[src/rtl/rv32i_pkg.sv]
`default_nettype none
// +----------------------------------------------------------------------+
// | Module      : rv32i_pkg                                              |
// | Description : Shared opcodes, FSM state encoding and datapath select |
// |               encodings for the multicycle RV32I controller.         |
// | Revision    : 1.0 - initial release                                  |
// +----------------------------------------------------------------------+
package rv32i_pkg;

    // Base opcodes (IR[6:0])
    localparam logic [6:0] c_OPC_LUI      = 7'b0110111;
    localparam logic [6:0] c_OPC_AUIPC    = 7'b0010111;
    localparam logic [6:0] c_OPC_JAL      = 7'b1101111;
    localparam logic [6:0] c_OPC_JALR     = 7'b1100111;
    localparam logic [6:0] c_OPC_BRANCH   = 7'b1100011;
    localparam logic [6:0] c_OPC_LOAD     = 7'b0000011;
    localparam logic [6:0] c_OPC_STORE    = 7'b0100011;
    localparam logic [6:0] c_OPC_OP_IMM   = 7'b0010011;
    localparam logic [6:0] c_OPC_OP       = 7'b0110011;
    localparam logic [6:0] c_OPC_MISC_MEM = 7'b0001111;
    localparam logic [6:0] c_OPC_SYSTEM   = 7'b1110011;

    // Controller states
    typedef enum logic [2:0] {
        S_BOOT      = 3'd0,
        S_FETCH     = 3'd1,
        S_DECODE    = 3'd2,
        S_EXECUTE   = 3'd3,
        S_MEMORY    = 3'd4,
        S_WRITEBACK = 3'd5,
        S_TRAP      = 3'd6
    } state_t;

    // PC source
    localparam logic [1:0] c_PC_PLUS4    = 2'd0;
    localparam logic [1:0] c_PC_ALU      = 2'd1;
    localparam logic [1:0] c_PC_ALU_JALR = 2'd2;

    // ALU operand selects
    localparam logic [1:0] c_ALU_A_RS1  = 2'd0;
    localparam logic [1:0] c_ALU_A_PC   = 2'd1;
    localparam logic [1:0] c_ALU_A_ZERO = 2'd2;
    localparam logic [1:0] c_ALU_B_RS2  = 2'd0;
    localparam logic [1:0] c_ALU_B_IMM  = 2'd1;
    localparam logic [1:0] c_ALU_B_FOUR = 2'd2;

    // Writeback source
    localparam logic [1:0] c_WB_ALU = 2'd0;
    localparam logic [1:0] c_WB_MEM = 2'd1;
    localparam logic [1:0] c_WB_PC4 = 2'd2;

    // Trap causes
    localparam logic [1:0] c_TRAP_NONE    = 2'd0;
    localparam logic [1:0] c_TRAP_ILLEGAL = 2'd1;
    localparam logic [1:0] c_TRAP_TIMEOUT = 2'd2;
    localparam logic [1:0] c_TRAP_ENV     = 2'd3;

    localparam logic [3:0]  c_ALU_ADD = 4'b0000;
    localparam logic [31:0] c_NOP     = 32'h0000_0013;

    // True for every opcode the core executes (SYSTEM is handled separately)
    function automatic logic is_legal_opcode(input logic [6:0] opc);
        case (opc)
            c_OPC_LUI, c_OPC_AUIPC, c_OPC_JAL, c_OPC_JALR, c_OPC_BRANCH,
            c_OPC_LOAD, c_OPC_STORE, c_OPC_OP_IMM, c_OPC_OP,
            c_OPC_MISC_MEM: is_legal_opcode = 1'b1;
            default:        is_legal_opcode = 1'b0;
        endcase
    endfunction

endpackage
`default_nettype wire

[src/rtl/imm_gen.sv]
`default_nettype none
// +----------------------------------------------------------------------+
// | Module      : imm_gen                                                |
// | Description : Combinational I/S/B/U/J immediate extraction from the  |
// |               instruction register, selected by opcode.              |
// | Revision    : 1.0 - initial release                                  |
// +----------------------------------------------------------------------+
module imm_gen
    import rv32i_pkg::*;
#(
    parameter int XLEN = 32
) (
    input  logic [31:0]     i_ir,
    output logic [XLEN-1:0] o_imm
);

    logic [31:0] w_imm32;

    // Pick the immediate format implied by the opcode; formats without an immediate yield 0
    always_comb begin
        w_imm32 = '0;
        case (i_ir[6:0])
            c_OPC_OP_IMM, c_OPC_LOAD, c_OPC_JALR:
                w_imm32 = {{20{i_ir[31]}}, i_ir[31:20]};
            c_OPC_STORE:
                w_imm32 = {{20{i_ir[31]}}, i_ir[31:25], i_ir[11:7]};
            c_OPC_BRANCH:
                w_imm32 = {{19{i_ir[31]}}, i_ir[31], i_ir[7], i_ir[30:25], i_ir[11:8], 1'b0};
            c_OPC_LUI, c_OPC_AUIPC:
                w_imm32 = {i_ir[31:12], 12'h000};
            c_OPC_JAL:
                w_imm32 = {{11{i_ir[31]}}, i_ir[31], i_ir[19:12], i_ir[20], i_ir[30:21], 1'b0};
            default:
                w_imm32 = '0;
        endcase
    end

    assign o_imm = XLEN'($signed(w_imm32));

endmodule
`default_nettype wire

[src/rtl/multicycle_control.sv]
`default_nettype none
// +----------------------------------------------------------------------+
// | Module      : multicycle_control                                     |
// | Description : Multicycle RV32I sequencer. Owns the IR and steps each |
// |               instruction through fetch/decode/execute/mem/wb.       |
// | Revision    : 1.0 - initial release                                  |
// +----------------------------------------------------------------------+
module multicycle_control
    import rv32i_pkg::*;
#(
    parameter int XLEN        = 32,
    parameter int MEM_TIMEOUT = 255
) (
    input  logic            clock,
    input  logic            reset,
    input  logic [31:0]     mem_rdata,
    input  logic            mem_ready,
    input  logic            branch_taken,
    output logic            mem_req,
    output logic            mem_we,
    output logic            mem_addr_sel,
    output logic            ir_we,
    output logic            pc_we,
    output logic [1:0]      pc_src,
    output logic [1:0]      alu_a_sel,
    output logic [1:0]      alu_b_sel,
    output logic [3:0]      alu_op,
    output logic [4:0]      reg_1,
    output logic [4:0]      reg_2,
    output logic [4:0]      reg_w,
    output logic            reg_write,
    output logic [1:0]      wb_sel,
    output logic [XLEN-1:0] imm,
    output logic            trap,
    output logic [1:0]      trap_cause
);

    localparam int              c_CW        = (MEM_TIMEOUT > 1) ? $clog2(MEM_TIMEOUT) : 1;
    localparam logic [c_CW-1:0] c_WAIT_LAST = c_CW'(MEM_TIMEOUT - 1);

    state_t          r_state;
    state_t          w_next;
    logic [31:0]     r_ir;
    logic [c_CW-1:0] r_wait;
    logic [1:0]      r_cause;
    logic [1:0]      w_cause;

    logic [6:0] w_opc;
    logic [2:0] w_f3;
    logic       w_is_store;
    logic       w_mem_phase;
    logic       w_timeout;

    assign w_opc       = r_ir[6:0];
    assign w_f3        = r_ir[14:12];
    assign w_is_store  = (w_opc == c_OPC_STORE);
    assign w_mem_phase = (r_state == S_FETCH) || (r_state == S_MEMORY);
    // Last permitted wait cycle elapsed with no handshake
    assign w_timeout   = (MEM_TIMEOUT != 0) && w_mem_phase && !mem_ready && (r_wait == c_WAIT_LAST);

    assign reg_1      = r_ir[19:15];
    assign reg_2      = r_ir[24:20];
    assign reg_w      = r_ir[11:7];
    assign trap_cause = r_cause;

    imm_gen #(
        .XLEN (XLEN)
    ) u_imm_gen (
        .i_ir  (r_ir),
        .o_imm (imm)
    );

    // State, instruction register, memory wait counter and sticky trap cause
    always_ff @(posedge clock or negedge reset) begin
        if (!reset) begin
            r_state <= S_BOOT;
            r_ir    <= c_NOP;
            r_wait  <= '0;
            r_cause <= c_TRAP_NONE;
        end else begin
            r_state <= w_next;
            if (ir_we) begin
                r_ir <= mem_rdata;
            end
            if (w_mem_phase && !mem_ready && !w_timeout) begin
                r_wait <= r_wait + 1'b1;
            end else begin
                r_wait <= '0;
            end
            if ((r_state != S_TRAP) && (w_next == S_TRAP)) begin
                r_cause <= w_cause;
            end
        end
    end

    // Next-state and per-state control outputs
    always_comb begin
        w_next       = r_state;
        w_cause      = c_TRAP_NONE;
        mem_req      = 1'b0;
        mem_we       = 1'b0;
        mem_addr_sel = 1'b0;
        ir_we        = 1'b0;
        pc_we        = 1'b0;
        pc_src       = c_PC_PLUS4;
        alu_a_sel    = c_ALU_A_RS1;
        alu_b_sel    = c_ALU_B_RS2;
        alu_op       = c_ALU_ADD;
        reg_write    = 1'b0;
        wb_sel       = c_WB_ALU;
        trap         = 1'b0;

        case (r_state)
            S_BOOT: begin
                w_next = S_FETCH;
            end

            S_FETCH: begin
                mem_req = 1'b1;
                if (mem_ready) begin
                    ir_we  = 1'b1;
                    w_next = S_DECODE;
                end else if (w_timeout) begin
                    w_cause = c_TRAP_TIMEOUT;
                    w_next  = S_TRAP;
                end
            end

            S_DECODE: begin
                if (r_ir[1:0] != 2'b11) begin
                    w_cause = c_TRAP_ILLEGAL;
                    w_next  = S_TRAP;
                end else if (w_opc == c_OPC_SYSTEM) begin
                    w_cause = c_TRAP_ENV;
                    w_next  = S_TRAP;
                end else if (!is_legal_opcode(w_opc)) begin
                    w_cause = c_TRAP_ILLEGAL;
                    w_next  = S_TRAP;
                end else begin
                    w_next = S_EXECUTE;
                end
            end

            S_EXECUTE: begin
                w_next = S_WRITEBACK;
                case (w_opc)
                    c_OPC_OP: begin
                        alu_op = {r_ir[30], w_f3};
                    end
                    c_OPC_OP_IMM: begin
                        alu_b_sel = c_ALU_B_IMM;
                        // Only SRAI distinguishes on funct7[5]; other I-type ops carry immediate bits there
                        alu_op    = {(w_f3 == 3'b101) & r_ir[30], w_f3};
                    end
                    c_OPC_LOAD, c_OPC_STORE: begin
                        alu_b_sel = c_ALU_B_IMM;
                        w_next    = S_MEMORY;
                    end
                    c_OPC_JALR: begin
                        alu_b_sel = c_ALU_B_IMM;
                    end
                    c_OPC_AUIPC, c_OPC_JAL: begin
                        alu_a_sel = c_ALU_A_PC;
                        alu_b_sel = c_ALU_B_IMM;
                    end
                    c_OPC_BRANCH: begin
                        alu_a_sel = c_ALU_A_PC;
                        alu_b_sel = c_ALU_B_IMM;
                        pc_we     = 1'b1;
                        pc_src    = branch_taken ? c_PC_ALU : c_PC_PLUS4;
                        w_next    = S_FETCH;
                    end
                    c_OPC_LUI: begin
                        alu_a_sel = c_ALU_A_ZERO;
                        alu_b_sel = c_ALU_B_IMM;
                    end
                    c_OPC_MISC_MEM: begin
                        pc_we  = 1'b1;
                        w_next = S_FETCH;
                    end
                    default: begin
                        w_next = S_WRITEBACK;
                    end
                endcase
            end

            S_MEMORY: begin
                mem_req      = 1'b1;
                mem_addr_sel = 1'b1;
                mem_we       = w_is_store;
                if (mem_ready) begin
                    if (w_is_store) begin
                        pc_we  = 1'b1;
                        w_next = S_FETCH;
                    end else begin
                        w_next = S_WRITEBACK;
                    end
                end else if (w_timeout) begin
                    w_cause = c_TRAP_TIMEOUT;
                    w_next  = S_TRAP;
                end
            end

            S_WRITEBACK: begin
                // Register file has no storage for x0, so never strobe it
                reg_write = (r_ir[11:7] != 5'd0);
                pc_we     = 1'b1;
                w_next    = S_FETCH;
                case (w_opc)
                    c_OPC_LOAD: wb_sel = c_WB_MEM;
                    c_OPC_JAL: begin
                        wb_sel = c_WB_PC4;
                        pc_src = c_PC_ALU;
                    end
                    c_OPC_JALR: begin
                        wb_sel = c_WB_PC4;
                        pc_src = c_PC_ALU_JALR;
                    end
                    default: wb_sel = c_WB_ALU;
                endcase
            end

            S_TRAP: begin
                trap = 1'b1;
            end

            default: begin
                w_next = S_BOOT;
            end
        endcase
    end

endmodule
`default_nettype wire

[config.mk]
export PLATFORM = sky130hd
export DESIGN_NAME = multicycle_control
export DESIGN_NICKNAME = d
export VERILOG_FILES = /design/src/rtl/rv32i_pkg.sv /design/src/rtl/imm_gen.sv /design/src/rtl/multicycle_control.sv
export SDC_FILE = /design/constraint.sdc
export NUM_CORES = 1
export LEC_CHECK = 0
export CORE_ASPECT_RATIO = 1.4
export CORE_MARGIN = 1
export CORE_UTILIZATION = 46
export DETAILED_ROUTE_END_ITERATION = 6
export MAX_ROUTING_LAYER = met4
export PLACE_DENSITY_LB_ADDON = 0.2
export SYNTH_ARGS = -nofsm -noshare
export SYNTH_HDL_FRONTEND = slang
export SYNTH_HIERARCHICAL = 1
export SYNTH_SLANG_ARGS = --single-unit
[constraint.sdc]
create_clock -name clock -period 2.5 [get_ports clock]
set_input_delay 0.25 -clock clock [delete_from_list [all_inputs] [get_ports clock]]
set_output_delay 0.25 -clock clock [all_outputs]
set_load 0.02 [all_outputs]
### Yosys cells after proc, flatten, opt, wreduce, memory -nomap -nowiden

Cells that the tools add are included.

| word-level totals | value |
|---|---|
| register bits | 45 |
| input port bits | 36 |
| output and inout bits | 68 |
| word-level logic and storage cells | 91 |

| cells by class | value |
|---|---|
| $add $sub $neg | 1 |
| equal/unequal tests | 22 |
| multiplexer cells | 44 |
| bitwise logic cells | 1 |
| reductions and logical operators | 19 |

Operator list:

| cell | count |
|---|---|
| $pmux W32 S5 | 1 |
| $eq A7 B7 Y1 const B | 4 |
| $eq A7 B6 Y1 const B | 3 |
| $mux W3 | 7 |
| $pmux W2 S2 | 5 |
| $mux W1 | 19 |
| $pmux W3 S6 | 1 |
| $eq A3 B3 Y1 const B | 5 |
| $eq A7 B5 Y1 const B | 2 |
| $mux W2 | 6 |
| $reduce_or A2 Y1 | 6 |
| $reduce_or A10 Y1 | 1 |
| $add A8 B1 Y8 const B | 1 |
| $eq A8 B8 Y1 const B | 1 |
| $mux W8 | 1 |
| $pmux W4 S2 | 1 |
| $reduce_or A8 Y1 | 1 |
| $eq A7 B2 Y1 const B | 1 |
| $eq A7 B4 Y1 const B | 1 |
| $eq A3 B2 Y1 const B | 2 |
| $pmux W3 S2 | 1 |
| $reduce_or A3 Y1 | 2 |
| $reduce_bool A5 Y1 | 1 |
| $logic_and A1 B1 Y1 | 4 |
| other kinds (9) | 10 |

### Longest topological paths before layout

Gate-level depths: netlist (run 1).

| depth | value |
|---|---|
| depth in word-level cells | 12 |
| gate-level depth with buffers | 7 |
| depth with buffers taken out | 7 |

### By module

Netlist (run 1), hierarchy kept.

Modules (own cells, without submodules):

| module | times used | cells each | area an instance (um2) | sequential area each (um2) |
|---|---|---|---|---|
| multicycle_control | 1 | 224 | 2379.8 | 1129.8 |
| imm_gen | 1 | 79 | 546.8 | 0.0 |

### Least setup slack after synthesis (run 1)

OpenSTA, ideal clock, no wires.

| timing | value |
|---|---|
| kind | register to output |
| start | reg r_ir[6] |
| end | out pc_src[1] |
| arrival | 2087 ps |
| required time | 2250 ps |
| slack | 163 ps |
| cell stages (with the launch flop) | 5 |
| path buffers | 1 |
| cells stage by stage | dfrtp_1 > clkbuf_1 > nand3_1 > nor4_1 > nor2b_1 |

| between the ends | value |
|---|---|
| word-level cells in the longest chain between the ends | 3 |
| elaborated cells on any way between the ends | 4 |
| classes of those cells | 2 x eq/ne; 2 x mux |

RTL lines:

| element | line | source |
|---|---|---|
| start, declared | multicycle_control.sv:43 | `logic [31:0] r_ir;` |
| start signal, assigned | multicycle_control.sv:77 | `r_ir <= c_NOP;` |
| start signal, assigned | multicycle_control.sv:83 | `r_ir <= mem_rdata;` |
| $eq A7 B7 Y1 | multicycle_control.sv:209 | `case (w_opc)` |
| $pmux W2 S2 * | multicycle_control.sv:209 |  |
| $pmux W2 S2 * | multicycle_control.sv:113 | `case (r_state)` |
| end, declared | multicycle_control.sv:24 | `output logic [1:0] pc_src,` |

Every way passes the cells marked *; elsewhere a longest branch is shown, timed or not.

### Worst setup path after layout (run 1)

| timing | value |
|---|---|
| start | reg r_ir[1] |
| end | out pc_we |

| between the ends | value |
|---|---|
| word-level cells in the longest chain between the ends | 4 |
| elaborated cells on any way between the ends | 8 |
| classes of those cells | 3 x eq/ne; 4 x mux; 1 x reduce/logical |

RTL lines:

| element | line | source |
|---|---|---|
| $eq A7 B6 Y1, or another cell as far along | multicycle_control.sv:56 | `assign w_is_store = (w_opc == c_OPC_STORE);` |
| $mux W1 or $reduce_or A2 Y1 (tied branches) | -- |  |
| $mux W1 (on tied branches) | multicycle_control.sv:191, multicycle_control.sv:146 |  |
| $pmux W1 S3 * | multicycle_control.sv:113 |  |
| end, declared | multicycle_control.sv:23 | `output logic pc_we,` |

Marked as above.

==> summary.md, run 1 <==
| Metric | Value |
|---|---|
| Status | completed |
| Synth top area share | 35.9% |
| ANT cells | 0 |
| Final core utilization | around 69% |
| Final Hold Fails | 0 |
| Net Count, Synth | between 300 and 400 |
| CP Launch Type | flop |
| Fin Clk Skew | 6.76 ps |
| DP HPWL | approximately 5.7 mm |
| Initial antenna violation count | 0 |
| DR WL/cell | about 16 um |
| Largest family of logic cells by synthesized area | simple AND/OR/NAND/NOR gates |
| CTS root buffer | clkbuf_8 |
| CTS Sinks | 45 |
| Vias per cell | between 5 and 6 |
| # DRC | 0 |
| Synth Flop Type | dfrtp_1 |
| Max-cap violations | 0 |
| IO Port Bufs | slightly above 100 |
| Placement Rows | 34 |
| Final setup violating endpoints | 0 |
| Seq cells post-synth | 45 |
| Multiplexer area fraction after synthesis | roughly 12% |
| Core Footprint | roughly 6000 um2 |
| XOR/XNOR Fraction of Synth Area | 1.80% |
| Cell Area, Synth | 2930 um2 |
| Largest net degree at the start of global routing | 29 |
| Starting DRT DRC Count | around 110 |
| Final period utilization | 97.5% |
| Yosys warning total | 6 |
| Synth Area in Simple Gates | roughly 22% |
| Post-route cell area | between 4000 and 5000 um2 |
| I/O pins | 104 |
| Die Area | 6690 um2 |
| Crit path DAT | ~2200 ps |
| Commonest non-fill, non-tap cell in the layout | clkdlybuf4s50_1 |
| Placed cell area | approximately 4000 um2 |
| Fmax | approximately 410 MHz |
| Layout cells sized above 1 | ~26% |
| Synth area leader | dfrtp_1 |
| Min cycle time layout | 2440 ps |
| First-pass GRT wire length | around 12 mm |
| Max clock buf depth | 2 |
| Die Y | 96.4 um |
| Hold WC Path Type | input port to asynchronous set/reset pin |
| CP max-delay cell | dfstp_2 |
| Inserted Clock Buffers | 5 |
| Leakage | 2.04 nW |
| Unique masters post-synth | 64 |
| Mean Syn Cell Area | around 9.7 um2 |
| Commonest cells after routing, fill and taps aside | clkdlybuf4s50_1 (68), dfrtp_1 (38), buf_4 (31) |
| Post-synth EDFFs | 0 |
| Final net count | ~450 |
| Largest cells by area after synthesis | dfrtp_1 (36%), mux2_2 (12%), buf_4 (4.4%) |
| RSZ-0062 raised after global routing | yes |
| Post-synthesis cell count | approximately 300 |
| Crit path capture type | output port |
| Adder-cell share of the synthesized area | less than 1% |
| Crit-path cells | nand2_1, nor4b_4, buf_4, a31oi_1, o32ai_1, dlygate4sd2_1 |
| CP peak stage delay | around 590 ps |
| Remaining global-route overflow | 0 |
| Starting density of the core | 47.4% |
| Crit-path max FO | 7 |
| Max-slew violation total from the final report | 0 |
| Vias in the first global route | around 2500 |
| Ys async rst share | 100% |
| WS Path Type | flop to output port |
| All-Layer GR Usage | between 20% and 30% |
| Clk Latency, worst-skew pair | between 300 and 400 ps |
| VDD IR max | between 0.6 and 0.7 mV |
| GPL Wtd Cong | around 0.90 |
| Sequential area share after synthesis | about two fifths |
| H-tree Lvls | 2 |
| DR pass1 iterations | 4 |
| Via count | 2693 |
| Die X-Extent | 69.4 um |
| ANT nets after route | 0 |
| Setup TNS | 0 ps |
| Final WL | approximately 7.8 mm |
| Area Overhead vs Synth | 45.2% |
| CTS tree | done |
| Compound-Gate Fraction of Synth Area | 15.6% |
| Req. time, crit path | approximately 2300 ps |
| Worst-path clk slew | 100 ps |
| PwrDens | ~1100 nW/um2 |
[worst max-delay path: cells and delay by family (launching register included)]
family	cells	cell delay, ps
buf+inv	2	550
flops	1	590
simple gates	2	530
compound gates	2	220
[final cells by class]
cell class / count / area, um2
well taps: 72 / 90.1
flip-flops and latches: 45 / 1130
clock buffers: 5 / 68.8
inverters: 6 / 22.5
repair buffers: 135 / 1290
multi-input cells: 215 / 1600
fillers: 495 / 1920
clock inverters: 3 / 47.5
[path summary, 6_finish.rpt]
kind | cells past startpoint | slack, ps | from | end
max | 6 | 60 | r_ir[1] | pc_we
min | 2 | 390 | reset | r_ir[21]
max reg2reg | 6 | 330 | r_ir[1] | trap_cause[1]
min reg2reg | 1 | 490 | trap_cause[0] | trap_cause[0]
max in group asynchronous | 3 | 1340 | reset | r_ir[1]
min in group clock | 1 | 490 | trap_cause[0] | trap_cause[0]
[metal layers]
metal	track usage (%)	up-vias	routed length, um
li1	-	1290	-
met3	4.36	14	443
met4	7.65	0	138
met1	26.7	1288	3230
met2	43.3	101	4030
met5	-	-	0
[Yosys cell counts, types with 2 or more instances]
master,n
xnor2_1,4
dfstp_2,3
xor2_1,2
nand2b_1,6
a21oi_1,5
nand4b_1,2
nor3b_1,2
o21ai_0,18
dfrtp_1,42
a31oi_1,4
mux2_2,30
a22o_1,6
o21a_1,2
clkbuf_1,9
or3_1,2
a21o_2,8
buf_2,9
buf_4,17
and2b_1,3
o32ai_1,2
ha_1,2
nor2b_1,6
buf_6,2
and3b_1,2
nor3_1,2
inv_1,6
nand3_1,20
and4bb_2,2
nand2_1,16
nor4_1,4
nor2_1,21
and3_1,6
nand4_1,2
and3b_2,2
and2_1,3
mux2i_1,2
o21bai_1,2
[cells by family after synthesis]
group                      after synthesis
AOI/OAI and AO/OA                       62
xor gates and xnor gates                 6
adders and majority gates                2
buffers and inverters                   44
DFF                                     45
muxes                                   32
other                                    1
and+or+nand+nor                        111
[report_power, final]
| part | switching, mW | internal, mW |
|---|---|---|
| combinational | 1.38 | 1.45 |
| clock | 0.272 | 0.305 |
| sequential | 0.388 | 1.07 |
| total | 2.04 | 2.82 |
[per-stage QoR]
step	power (mW)	std cells	worst slack, ps	hold slack [ps]
6_report	4.86	481	62.3	390
5_1_grt	5.15	481	-14.8	432
4_1_cts	4.70	471	-1.45	406
3_5_place_dp	4.02	457	81.7	207
3_3_place_gp	3.96	457	93.2	199
2_1_floorplan	3.19	303	163	-45.6
[flip-flops by register name (all words and copies together), names as in the netlist]
register	count
trap_cause	2
r_state	3
r_ir	32
r_wait	8
[timing repair]
action	4_1_cts	5_1_grt
gates resized for setup	30	14
hold buffers	1	0
endpoints found under the hold margin	17	0
cloned	0	1
setup endpoints to repair	44	16
pin swaps	1	2
buffers inserted	5	9
(Power assumes the default switching activity.)
==> inputs of run 2 (changes only) <==
--- a/config.mk
+++ b/config.mk
@@ -5,6 +5,7 @@
 export SDC_FILE = /design/constraint.sdc
 export NUM_CORES = 1
 export LEC_CHECK = 0
+export CAP_MARGIN = 20
 export CORE_ASPECT_RATIO = 1.4
 export CORE_MARGIN = 1
 export CORE_UTILIZATION = 46
==> results of run 2 <==
No change in the layout: final DEF, timing and power equal those of run 1.
==> inputs of run 3 (changes only) <==
--- a/config.mk
+++ b/config.mk
@@ -10,6 +10,7 @@
 export CORE_MARGIN = 1
 export CORE_UTILIZATION = 46
 export DETAILED_ROUTE_END_ITERATION = 6
+export GPL_TIMING_DRIVEN = 0
 export MAX_ROUTING_LAYER = met4
 export PLACE_DENSITY_LB_ADDON = 0.2
 export SYNTH_ARGS = -nofsm -noshare
==> run 3 against run 2 <==
Worst setup slack worse by 15 ps. Critical path depth is 1 lower. Die area stayed put. Sequential share of layout area is 0.16 points lower. Final area is 0.38% higher. Count of clock-buffer cells in the layout stayed put. Clock skew is 3.2 ps higher. Global-route usage is 0.49 points lower. Largest cell class unchanged. Largest power group unchanged.
==> summary.md, run 3 (synthesis results as in run 1) <==
| Metric | Value |
|---|---|
| Status | completed |
| Placed cell area | 4050 um2 |
| RR Startpoint | r_ir[1] |
| Crit path capture type | output port |
| Post-route cell area | about 4300 um2 |
| Via count | approximately 2700 |
| Max clock buf depth | 2 |
| Vias per cell | 5.62 |
| Worst-path clk slew | ~90 ps |
| Die Area | around 6700 um2 |
| RSZ-0062 raised after global routing | no |
| Headroom to the max-slew limit | between 60% and 70% |
| Commonest cells after routing, fill and taps aside | clkdlybuf4s50_1 (63), dfrtp_1 (40), mux2_2 (30) |
| CTS Sinks | 45 |
| Setup TNS | 0 ps |
| Top Layer Used | met4 |
| Crit-path max FO | 8 |
| DR WL/cell | 15.7 um |
| Min cycle time layout | roughly 2500 ps |
| I/O pins | 104 |
| Reg with most FFs | r_ir |
| CTS root buffer | clkbuf_8 |
| Clk Latency, worst-skew pair | ~290 ps |
| Layout cells sized above 1 | 28.4% |
| Met2 wire len | 3.95 mm |
| Starting density of the core | a little under half |
| DP HPWL | roughly 5.8 mm |
| Final Hold Fails | 0 |
| VDD IR max | roughly 0.52 mV |
| Die X-Extent | just under 70 um |
| H-tree Lvls | 2 |
| Die Y | 96.4 um |
| Final WL | 7.67 mm |
| CP Launch Type | flop |
| ANT cells | 0 |
| R2R Setup Slk | 340 ps |
| Area Overhead vs Synth | 45.8% |
| Routed wl met3 | around 420 um |
| Max-slew violation total from the final report | 0 |
| Fmax | roughly 400 MHz |
| Leakage | roughly 2 nW |
| Final setup violating endpoints | 0 |
| Worst Reg2Reg Path Length in Cells | 6 |
| Placement Rows | 34 |
| Fin Clk Skew | about 10 ps |
| DRT met1 WL | ~3.2 mm |
| Starting DRT DRC Count | ~130 |
| Vias in the first global route | ~2500 |
| Core Footprint | between 6000 and 7000 um2 |
| ANT nets after route | 0 |
| Req. time, crit path | 2250 ps |
| Hold WC Path Type | input port to asynchronous set/reset pin |
| Max reg flops | 32 |
| First-pass GRT wire length | roughly 12 mm |
| Crit path DAT | between 2000 and 2500 ps |
| All-Layer GR Usage | around a quarter |
| Top flop regs | r_ir x32, r_wait x8, r_state x3 |
| Fill count | about 490 |
| Slew @ Worst Pin | 515 ps |
| Largest net degree at the start of global routing | 28 |
| Worst r2r dst | trap_cause[1] |
| Final net count | around 450 |
| Remaining global-route overflow | 0 |
| Worst hold slack | about 420 ps |
| # DRC | 0 |
| Commonest non-fill, non-tap cell in the layout | clkdlybuf4s50_1 |
| CTS tree | done |
| Inserted Clock Buffers | 5 |
| PwrDens | ~1100 nW/um2 |
| Initial antenna violation count | 0 |
| Max-cap violations | 0 |
| WS Path Type | flop to output port |
| DR pass1 iterations | 4 |
| Final period utilization | between 90% and 100% |
| GPL Wtd Cong | approximately 0.87 |
| IO Port Bufs | ~100 |
[run 3: worst max path at each step]
stage,end,cells after the start,start
after detailed placement,pc_src[0],6,r_ir[6]
after global routing,ir_we,5,r_state[2]
after floorplan,pc_src[1],4,r_ir[6]
after global placement,pc_src[0],6,r_ir[6]
final,imm[21],5,r_ir[5]
after CTS,mem_we,5,r_ir[3]
[run 3: area by class of cell]
class                   instances  area [um2]  share of cell area [%]
flip-flops and latches         45        1130                    26.5
clock inverters                 2        38.8                   0.909
inverters                       6        22.5                   0.528
repair buffers                111        1060                    24.9
plain buffers                  33         226                    5.31
multi-input cells             214        1630                    38.1
well taps                      72        90.1                    2.11
clock buffers                   5        68.8                    1.61
[run 3: layer usage]
| metal | vias up | track usage, % |
|---|---|---|
| met5 | - | - |
| met4 | 0 | 6.29 |
| met3 | 10 | 3.63 |
| met2 | 111 | 42.2 |
| met1 | 1323 | 27.1 |
| li1 | 1297 | - |
[run 3: what timing repair did]
action	4_1_cts	5_1_grt
gates resized for setup	49	22
setup endpoints to repair	45	24
setup buffers	3	4
hold buffers	1	0
hold endpoints to repair	18	0
pin swaps	1	1
[run 3: metrics by stage]
stage	worst slack, ps	total power, mW	utilization, %	cells
after CTS	0.201	4.76	68.4	485
final	47.4	4.80	69.2	488
after detailed placement	-216	4.15	65.7	478
after global placement	-190	4.09	65.5	477
after global routing	2.48	5.10	69.2	488
after floorplan	163	3.19	-	303
[run 3: power breakdown]
| part | switching [mW] | leakage, nW | internal (mW) |
|---|---|---|---|
| logic | 1.39 | 1.40 | 1.43 |
| registers | 0.371 | 0.537 | 1.07 |
| clock network | 0.247 | 0.0546 | 0.296 |
[run 3: critical path, cell delays in order, from the launching register on]
cell and delay [ps]:
dfrtp_2 450, buf_4 200, nand3b_1 190, a2bb2oi_4 240, o21ai_0 200, clkdlybuf4s50_1 640
